==> src/rtl/xcvr_rcfg_strm_pkg.sv <==
// rtl/xcvr_rcfg_strm_pkg.sv - shared types, constants and merge helper for the reconfig streamer
package xcvr_rcfg_strm_pkg;

    typedef enum logic [2:0] {
        ST_IDLE,
        ST_FETCH,
        ST_EVAL,
        ST_RD,
        ST_WR,
        ST_DONE,
        ST_ERR
    } state_t;

    typedef struct packed {
        logic [9:0] addr;
        logic [7:0] mask;
        logic [7:0] data;
    } entry_t;

    localparam int ENTRY_W  = 26;
    localparam int ADDR_LSB = 16;
    localparam int MASK_LSB = 8;
    localparam int DATA_LSB = 0;

    localparam logic [ENTRY_W-1:0] END_MARKER = 26'h3FFFFFF;
    localparam logic [7:0]         FULL_MASK  = 8'hFF;

    // Only the low byte is touched; the upper readback bits are written back unchanged.
    function automatic logic [31:0] rmw_merge(input logic [31:0] rd,
                                              input logic [7:0]  mask,
                                              input logic [7:0]  data);
        return {rd[31:8], (rd[7:0] & ~mask) | (data & mask)};
    endfunction

endpackage

==> src/rtl/xcvr_rcfg_ch_next.sv <==
// rtl/xcvr_rcfg_ch_next.sv - finds the lowest set channel bit above idx (or from bit 0)
module xcvr_rcfg_ch_next #(
    parameter  int CHANNELS = 1,
    localparam int CH_W     = (CHANNELS > 1) ? $clog2(CHANNELS) : 1
) (
    input  logic [CHANNELS-1:0] mask,
    input  logic [CH_W-1:0]     idx,
    input  logic                from_start,
    output logic [CH_W-1:0]     nxt,
    output logic                found
);

    // Descending scan so the last hit written is the lowest qualifying bit.
    always_comb begin
        found = 1'b0;
        nxt   = '0;
        for (int i = CHANNELS - 1; i >= 0; i--) begin
            if (mask[i] && (from_start || (i > int'(idx)))) begin
                found = 1'b1;
                nxt   = CH_W'(i);
            end
        end
    end

endmodule

==> src/rtl/xcvr_rcfg_streamer.sv <==
// rtl/xcvr_rcfg_streamer.sv - streams a ROM profile as read-modify-writes to selected PHY channels
module xcvr_rcfg_streamer
    import xcvr_rcfg_strm_pkg::*;
#(
    parameter  int CHANNELS      = 1,
    parameter  int PROFILES      = 2,
    parameter  int ROM_DEPTH     = 4,
    parameter  int TIMEOUT       = 1024,
    parameter  int SKIP_FULL_RMW = 1,
    localparam int SEL_W  = (PROFILES > 1) ? $clog2(PROFILES) : 1,
    localparam int ROM_AW = (ROM_DEPTH > 1) ? $clog2(ROM_DEPTH) : 1,
    localparam int CH_W   = (CHANNELS > 1) ? $clog2(CHANNELS) : 1,
    localparam int MA_W   = (CHANNELS > 1) ? 10 + $clog2(CHANNELS) : 10
) (
    input  logic                reconfig_clk,
    input  logic                reconfig_reset_n,
    input  logic                cfg_load,
    input  logic [SEL_W-1:0]    cfg_sel,
    input  logic [CHANNELS-1:0] cfg_ch_mask,
    output logic                cfg_busy,
    output logic                cfg_done,
    output logic                cfg_error,
    output logic [ROM_AW-1:0]   rom_addr,
    input  logic [25:0]         rom_rdata,
    output logic [MA_W-1:0]     mgmt_address,
    output logic                mgmt_read,
    output logic                mgmt_write,
    output logic [31:0]         mgmt_writedata,
    input  logic [31:0]         mgmt_readdata,
    input  logic                mgmt_waitrequest
);

    localparam int PTR_W = ROM_AW + 1;
    localparam int TO_W  = (TIMEOUT > 0) ? $clog2(TIMEOUT + 1) : 1;
    localparam logic [SEL_W:0]   PROF_N   = (SEL_W + 1)'(PROFILES);
    localparam logic [PTR_W-1:0] PTR_END  = PTR_W'(ROM_DEPTH);
    localparam logic [TO_W-1:0]  TO_LAST  = TO_W'(TIMEOUT - 1);

    state_t                state, state_next;
    logic [SEL_W-1:0]      sel_q;
    logic [SEL_W-1:0]      pcnt;
    logic [CHANNELS-1:0]   mask_q;
    logic [PTR_W-1:0]      ptr;
    entry_t                entry_q;
    logic [CH_W-1:0]       ch_q;
    logic [31:0]           rd_q;
    logic [TO_W-1:0]       stall_cnt;
    logic                  err_q;

    entry_t                rom_entry;
    logic                  is_marker;
    logic                  seeking;
    logic                  sel_bad;
    logic                  wo_eval;
    logic                  wo_q;
    logic                  in_access;
    logic                  to_hit;
    logic [CH_W-1:0]       nxt_ch;
    logic                  nxt_found;
    logic [MA_W-1:0]       addr_full;

    assign rom_entry = entry_t'(rom_rdata);
    assign is_marker = (rom_rdata == END_MARKER);
    assign seeking   = (pcnt < sel_q);
    assign sel_bad   = ({1'b0, cfg_sel} >= PROF_N);
    assign wo_eval   = (SKIP_FULL_RMW != 0) && (rom_entry.mask == FULL_MASK);
    assign wo_q      = (SKIP_FULL_RMW != 0) && (entry_q.mask == FULL_MASK);
    assign in_access = (state == ST_RD) || (state == ST_WR);
    assign to_hit    = (TIMEOUT != 0) && in_access && mgmt_waitrequest && (stall_cnt == TO_LAST);

    xcvr_rcfg_ch_next #(
        .CHANNELS (CHANNELS)
    ) u_ch_next (
        .mask       (mask_q),
        .idx        (ch_q),
        .from_start (state == ST_EVAL),
        .nxt        (nxt_ch),
        .found      (nxt_found)
    );

    generate
        if (CHANNELS > 1) begin : g_multi
            assign addr_full = {ch_q, entry_q.addr};
        end else begin : g_single
            assign addr_full = entry_q.addr;
        end
    endgenerate

    always_ff @(posedge reconfig_clk or negedge reconfig_reset_n) begin
        if (!reconfig_reset_n) begin
            state <= ST_IDLE;
        end else begin
            state <= state_next;
        end
    end

    always_comb begin
        state_next = state;
        case (state)
            ST_IDLE: begin
                if (cfg_load) begin
                    state_next = (sel_bad || (cfg_ch_mask == '0)) ? ST_ERR : ST_FETCH;
                end
            end
            ST_FETCH: state_next = (ptr == PTR_END) ? ST_ERR : ST_EVAL;
            ST_EVAL: begin
                if (seeking) begin
                    state_next = ST_FETCH;
                end else if (is_marker) begin
                    state_next = ST_DONE;
                end else begin
                    state_next = wo_eval ? ST_WR : ST_RD;
                end
            end
            ST_RD: begin
                if (to_hit) begin
                    state_next = ST_ERR;
                end else if (!mgmt_waitrequest) begin
                    state_next = ST_WR;
                end
            end
            ST_WR: begin
                if (to_hit) begin
                    state_next = ST_ERR;
                end else if (!mgmt_waitrequest) begin
                    if (nxt_found) begin
                        state_next = wo_q ? ST_WR : ST_RD;
                    end else begin
                        state_next = ST_FETCH;
                    end
                end
            end
            ST_DONE: state_next = ST_IDLE;
            ST_ERR:  state_next = ST_IDLE;
            default: state_next = ST_IDLE;
        endcase
    end

    always_comb begin
        cfg_busy       = (state != ST_IDLE);
        cfg_done       = (state == ST_DONE) || (state == ST_ERR);
        cfg_error      = err_q;
        rom_addr       = ptr[ROM_AW-1:0];
        mgmt_read      = (state == ST_RD);
        mgmt_write     = (state == ST_WR);
        mgmt_address   = in_access ? addr_full : '0;
        mgmt_writedata = '0;
        if (state == ST_WR) begin
            mgmt_writedata = wo_q ? {24'h0, entry_q.data}
                                  : rmw_merge(rd_q, entry_q.mask, entry_q.data);
        end
    end

    always_ff @(posedge reconfig_clk or negedge reconfig_reset_n) begin
        if (!reconfig_reset_n) begin
            sel_q     <= '0;
            pcnt      <= '0;
            mask_q    <= '0;
            ptr       <= '0;
            entry_q   <= '0;
            ch_q      <= '0;
            rd_q      <= '0;
            stall_cnt <= '0;
            err_q     <= 1'b0;
        end else begin
            // Counts consecutive stalled cycles of the current access only.
            if (in_access && mgmt_waitrequest && (TIMEOUT != 0)) begin
                stall_cnt <= stall_cnt + 1'b1;
            end else begin
                stall_cnt <= '0;
            end

            case (state)
                ST_IDLE: begin
                    if (cfg_load) begin
                        sel_q  <= cfg_sel;
                        mask_q <= cfg_ch_mask;
                        ptr    <= '0;
                        pcnt   <= '0;
                        err_q  <= 1'b0;
                    end
                end
                ST_EVAL: begin
                    if (seeking) begin
                        if (is_marker) begin
                            pcnt <= pcnt + 1'b1;
                        end
                        ptr <= ptr + 1'b1;
                    end else if (!is_marker) begin
                        entry_q <= rom_entry;
                        ch_q    <= nxt_ch;
                    end
                end
                ST_RD: begin
                    if (!mgmt_waitrequest) begin
                        rd_q <= mgmt_readdata;
                    end
                end
                ST_WR: begin
                    if (!mgmt_waitrequest) begin
                        if (nxt_found) begin
                            ch_q <= nxt_ch;
                        end else begin
                            ptr <= ptr + 1'b1;
                        end
                    end
                end
                default: ;
            endcase

            if (state_next == ST_ERR) begin
                err_q <= 1'b1;
            end
        end
    end

endmodule

==> config.mk <==
export PLATFORM = sky130hd
export DESIGN_NAME = xcvr_rcfg_streamer
export DESIGN_NICKNAME = d
export VERILOG_FILES = /design/src/rtl/xcvr_rcfg_strm_pkg.sv /design/src/rtl/xcvr_rcfg_ch_next.sv /design/src/rtl/xcvr_rcfg_streamer.sv
export SDC_FILE = /design/constraint.sdc
export NUM_CORES = 1
export LEC_CHECK = 0
export ABC_AREA = 1
export CAP_MARGIN = 15
export CORE_MARGIN = 8
export CORE_UTILIZATION = 30
export DETAILED_ROUTE_END_ITERATION = 12
export HOLD_SLACK_MARGIN = 0.15
export PLACE_DENSITY = 0.53
export SYNTH_ARGS = -nofsm -noshare
export SYNTH_HDL_FRONTEND = slang
export SYNTH_SLANG_ARGS = --single-unit
export TNS_END_PERCENT = 5
==> constraint.sdc <==
create_clock -name reconfig_clk -period 1.98 [get_ports reconfig_clk]
set_clock_uncertainty 0.1 [all_clocks]
set_input_delay 0.198 -clock reconfig_clk [delete_from_list [all_inputs] [get_ports reconfig_clk]]
set_output_delay 0.198 -clock reconfig_clk [all_outputs]
set_load 0.01 [all_outputs]
==> results_dict.tcl, run 1 <==
set metrics [dict create \
    status "completed" \
    ir_worst_vdd_mv 0.552 \
    initial_core_util_pct 30.5 \
    cts_sinks 79 \
    numCtsBuffers 9 \
    grt_setup_unrepaired "true" \
    drive_above_1_share_pct 13.3 \
    htree_num_levels 3 \
    hold-worst-slack_ns 0.165 \
    critPathLaunchType "flop" \
    synthMuxAreaShare_pct 6.86 \
    dr.pass1.iters 4 \
    synthToLayoutAreaGrowth_pct 41.0 \
    p_sw_share_pct 35.3 \
    num_rows 41 \
    hold_viol 0 \
    dr.first_iter.drc_count 211 \
    first_global_vias 3470 \
    reg2regPathDepth 8 \
    dieHeight_um 128 \
    layout_min_cycle_time_ns 1.93 \
    utilization_pct 42.9 \
    clkPwrFrac_pct 22.7 \
    gp_congestion 0.788 \
    min_path_type "in2async" \
    yosys.area_share.simple_pct 28.5 \
    yosysWarnings 0 \
    synth_xor_area_share_pct 0.461 \
    overflow 0 \
    switchingPower_mw 2.30 \
    drt-total-wl_um 10400 \
    synth_top_family_by_area "simple AND/OR/NAND/NOR gates" \
    rrSetupSlack_ns 0.26 \
    max_slew_margin_pct 65.0 \
    seq_area_frac_synth_pct 52.1 \
    synthAdderAreaFrac_pct 0.989 \
    cp-end-kind "output port" \
    grt_pass1_wl_um 17100 \
    slew_violations 0 \
    fin_area_mm2 0.00535 \
    worstPathMaxFanout 25 \
    maxCapViolCount 0 \
    worst_slack_ns 0.0531 \
    drc 0 \
    netlist_area_mm2 0.00380 \
    cts_max_path_buffers 2 \
    clockRootBuffer "clkbuf_16" \
    placed_area_mm2 0.00521 \
    path_clk_slew_ns 0.06 \
    grt_use_total_pct 13.1 \
    combPwrFrac_pct 37.1 \
    fmax_mhz 519 \
    num_io_pins 113 \
    worst_r2r_startpoint "state[0]$_DFF_PN0_" \
    pre_cts_ws_ns -0.105 \
    netlist_instances 472 \
    cp-endpoint "mgmt_writedata[11]" \
    final_cell_count_no_fill 772 \
    dieArea_mm2 0.0165 \
    crit_start "state[0]$_DFF_PN0_" \
    min_period_over_period_pct 97.3 \
    num_vias 3358 \
    die_w_um 128 \
    rr_endpoint "addr_full[3]$_DFFE_PN0P_" \
    ys_seq_elements 79 \
    synth-compound-area-share_pct 4.85 \
    worstPathArrival_ns 1.63 \
    p_leak_nw 2.71 \
    syn_nets 539 \
    tritoncts "yes" \
    portBuffers 112 \
    antenna_left 0 \
    synth.distinct_cells 28 \
    diodes 0 \
    dp_hpwl_um 7900 \
    dp_cells 756 \
    antenna_found_initial 0 \
    power_density_mw_per_mm2 1220 \
    layout_commonest_cell "nand2_1" \
    internal_power_mw 4.22 \
    power_frac_seq_pct 40.2 \
    final_cell_mix "166 x nand2_1, 80 x nor2_1, 79 x dfrtp_1" \
    avgViaCountPerCell 4.35 \
    crit_type "reg2out" \
    design.core.area_mm2 0.0125 \
    finalSetupViolations 0 \
    grt_max_degree 39 \
    wl_per_cell_um 13.4 \
    syn_avg_cell_area_um2 8.04 \
    cp.required_ns 1.68 \
    worstSkewPairLatency_ns 0.33 \
    tightest_slew_ns 0.524 \
    nNetsFinal 663 \
]
[registers in the layout, summed over array words and instances (netlist names)]
register	flops
rd_q	32
entry_q	16
stall_cnt	11
addr_full	10
ptr	3
state	3
cfg_error	1
mask_q	1
pcnt	1
sel_q	1
[per-layer routing]
metal / GRT usage (%) / wire, um / vias up
met1: 16.0 / 4790 / 1527
li1: - / - / 1708
met3: 7.61 / 1210 / 11
met5: 0 / 0 / -
met2: 18.8 / 4210 / 112
met4: 4.77 / 141 / 0
[power groups by stage]
stage	Sequential [mW]	Combinational (mW)	Clock (mW)
after floorplan	2.56	1.60	0
after global placement	2.63	2.55	0
after detailed placement	2.64	2.59	0
after CTS	2.63	2.48	1.54
after global routing	2.69	2.75	1.59
final	2.62	2.42	1.48
[layout make-up]
type	instances	area, um^2
Fill cell	1298	7110
Clock inverter	1	5.00
Tap cell	172	215
Timing Repair Buffer	130	1150
Clock buffer	14	254
Inverter	40	153
Multi-Input combinational cell	336	1600
Sequential cell	79	1980
[stage by stage]
stage / power, mW / setup TNS [ns]
floorplan: 4.15 / 0
global placement: 5.18 / -0.842
detailed placement: 5.23 / -1.27
CTS: 6.65 / 0
global route: 7.03 / -0.127
finish: 6.52 / 0
[worst max-delay path, stage by stage (launching register included)]
cell	delay (ns)
dfrtp_1	0.38
nor2_2	0.14
nand2_2	0.10
inv_2	0.08
buf_12	0.16
nand2_1	0.06
nor2_1	0.12
clkdlybuf4s15_2	0.24
[synthesized netlist by cell type]
master	n	share of area [%]
nand2_1	168	17
nor2_1	83	8.2
dfrtp_1	79	52
inv_1	35	3.5
a21oi_1	19	2.5
nand3_1	11	1.5
mux2_1	9	2.7
mux2i_1	8	2.1
o21ai_0	8	1.1
buf_2	7	0.92
mux2_2	7	2.1
clkbuf_1	6	0.59
inv_2	5	0.49
buf_4	4	0.79
ha_1	3	0.99
nand4_1	3	0.49
o21a_1	3	0.59
nor2_2	2	0.33
o22ai_1	2	0.33
xnor2_1	2	0.46
a211oi_1	1	0.20
a31oi_1	1	0.16
nand2_4	1	0.30
nand3_2	1	0.26
nor2_4	1	0.30
nor3_1	1	0.13
nor3_2	1	0.26
or2_2	1	0.16
[what timing repair did]
| item | in CTS | in global routing |
|---|---|---|
| resized for setup | 61 | 46 |
| setup endpoints to repair | 45 | 38 |
| pin swaps | 0 | 0 |
| hold buffers | 1 | 0 |
| setup buffers | 0 | 0 |
| hold endpoints to repair | 79 | 0 |
[how the worst min path moves through the flow]
stage	to	slack, ns	depth (start not counted)
final	ptr[0]$_DFFE_PN0P_	0.17	2
after CTS	ptr[0]$_DFFE_PN0P_	0.16	2
after detailed placement	ptr[0]$_DFFE_PN0P_	-0.03	1
after global routing	ptr[0]$_DFFE_PN0P_	0.19	2
after floorplan	addr_full[0]$_DFFE_PN0P_	-0.20	0
after global placement	ptr[0]$_DFFE_PN0P_	-0.03	1
[cells by family after synthesis]
logic type,after synthesis
XOR/XNOR,2
flip-flops,79
AO/OA/AOI/OAI,34
AND/OR/NAND/NOR,273
buffers and inverters,57
multiplexers,24
adder cells (fa/ha/maj),3
(Power assumes the default switching activity.)
==> run 2: changes to the inputs <==
--- a/config.mk
+++ b/config.mk
@@ -12,6 +12,7 @@
 export DETAILED_ROUTE_END_ITERATION = 12
 export HOLD_SLACK_MARGIN = 0.15
 export PLACE_DENSITY = 0.53
+export SLEW_MARGIN = 25
 export SYNTH_ARGS = -nofsm -noshare
 export SYNTH_HDL_FRONTEND = slang
 export SYNTH_SLANG_ARGS = --single-unit
==> results of run 2 <==
Final layout, timing and power as in run 1 (identical DEF).
==> run 3: changes to the inputs <==
--- a/config.mk
+++ b/config.mk
@@ -6,7 +6,6 @@
 export NUM_CORES = 1
 export LEC_CHECK = 0
 export ABC_AREA = 1
-export CAP_MARGIN = 15
 export CORE_MARGIN = 8
 export CORE_UTILIZATION = 30
 export DETAILED_ROUTE_END_ITERATION = 12
==> results of run 3 <==
Final layout, timing and power as in run 1 (identical DEF).
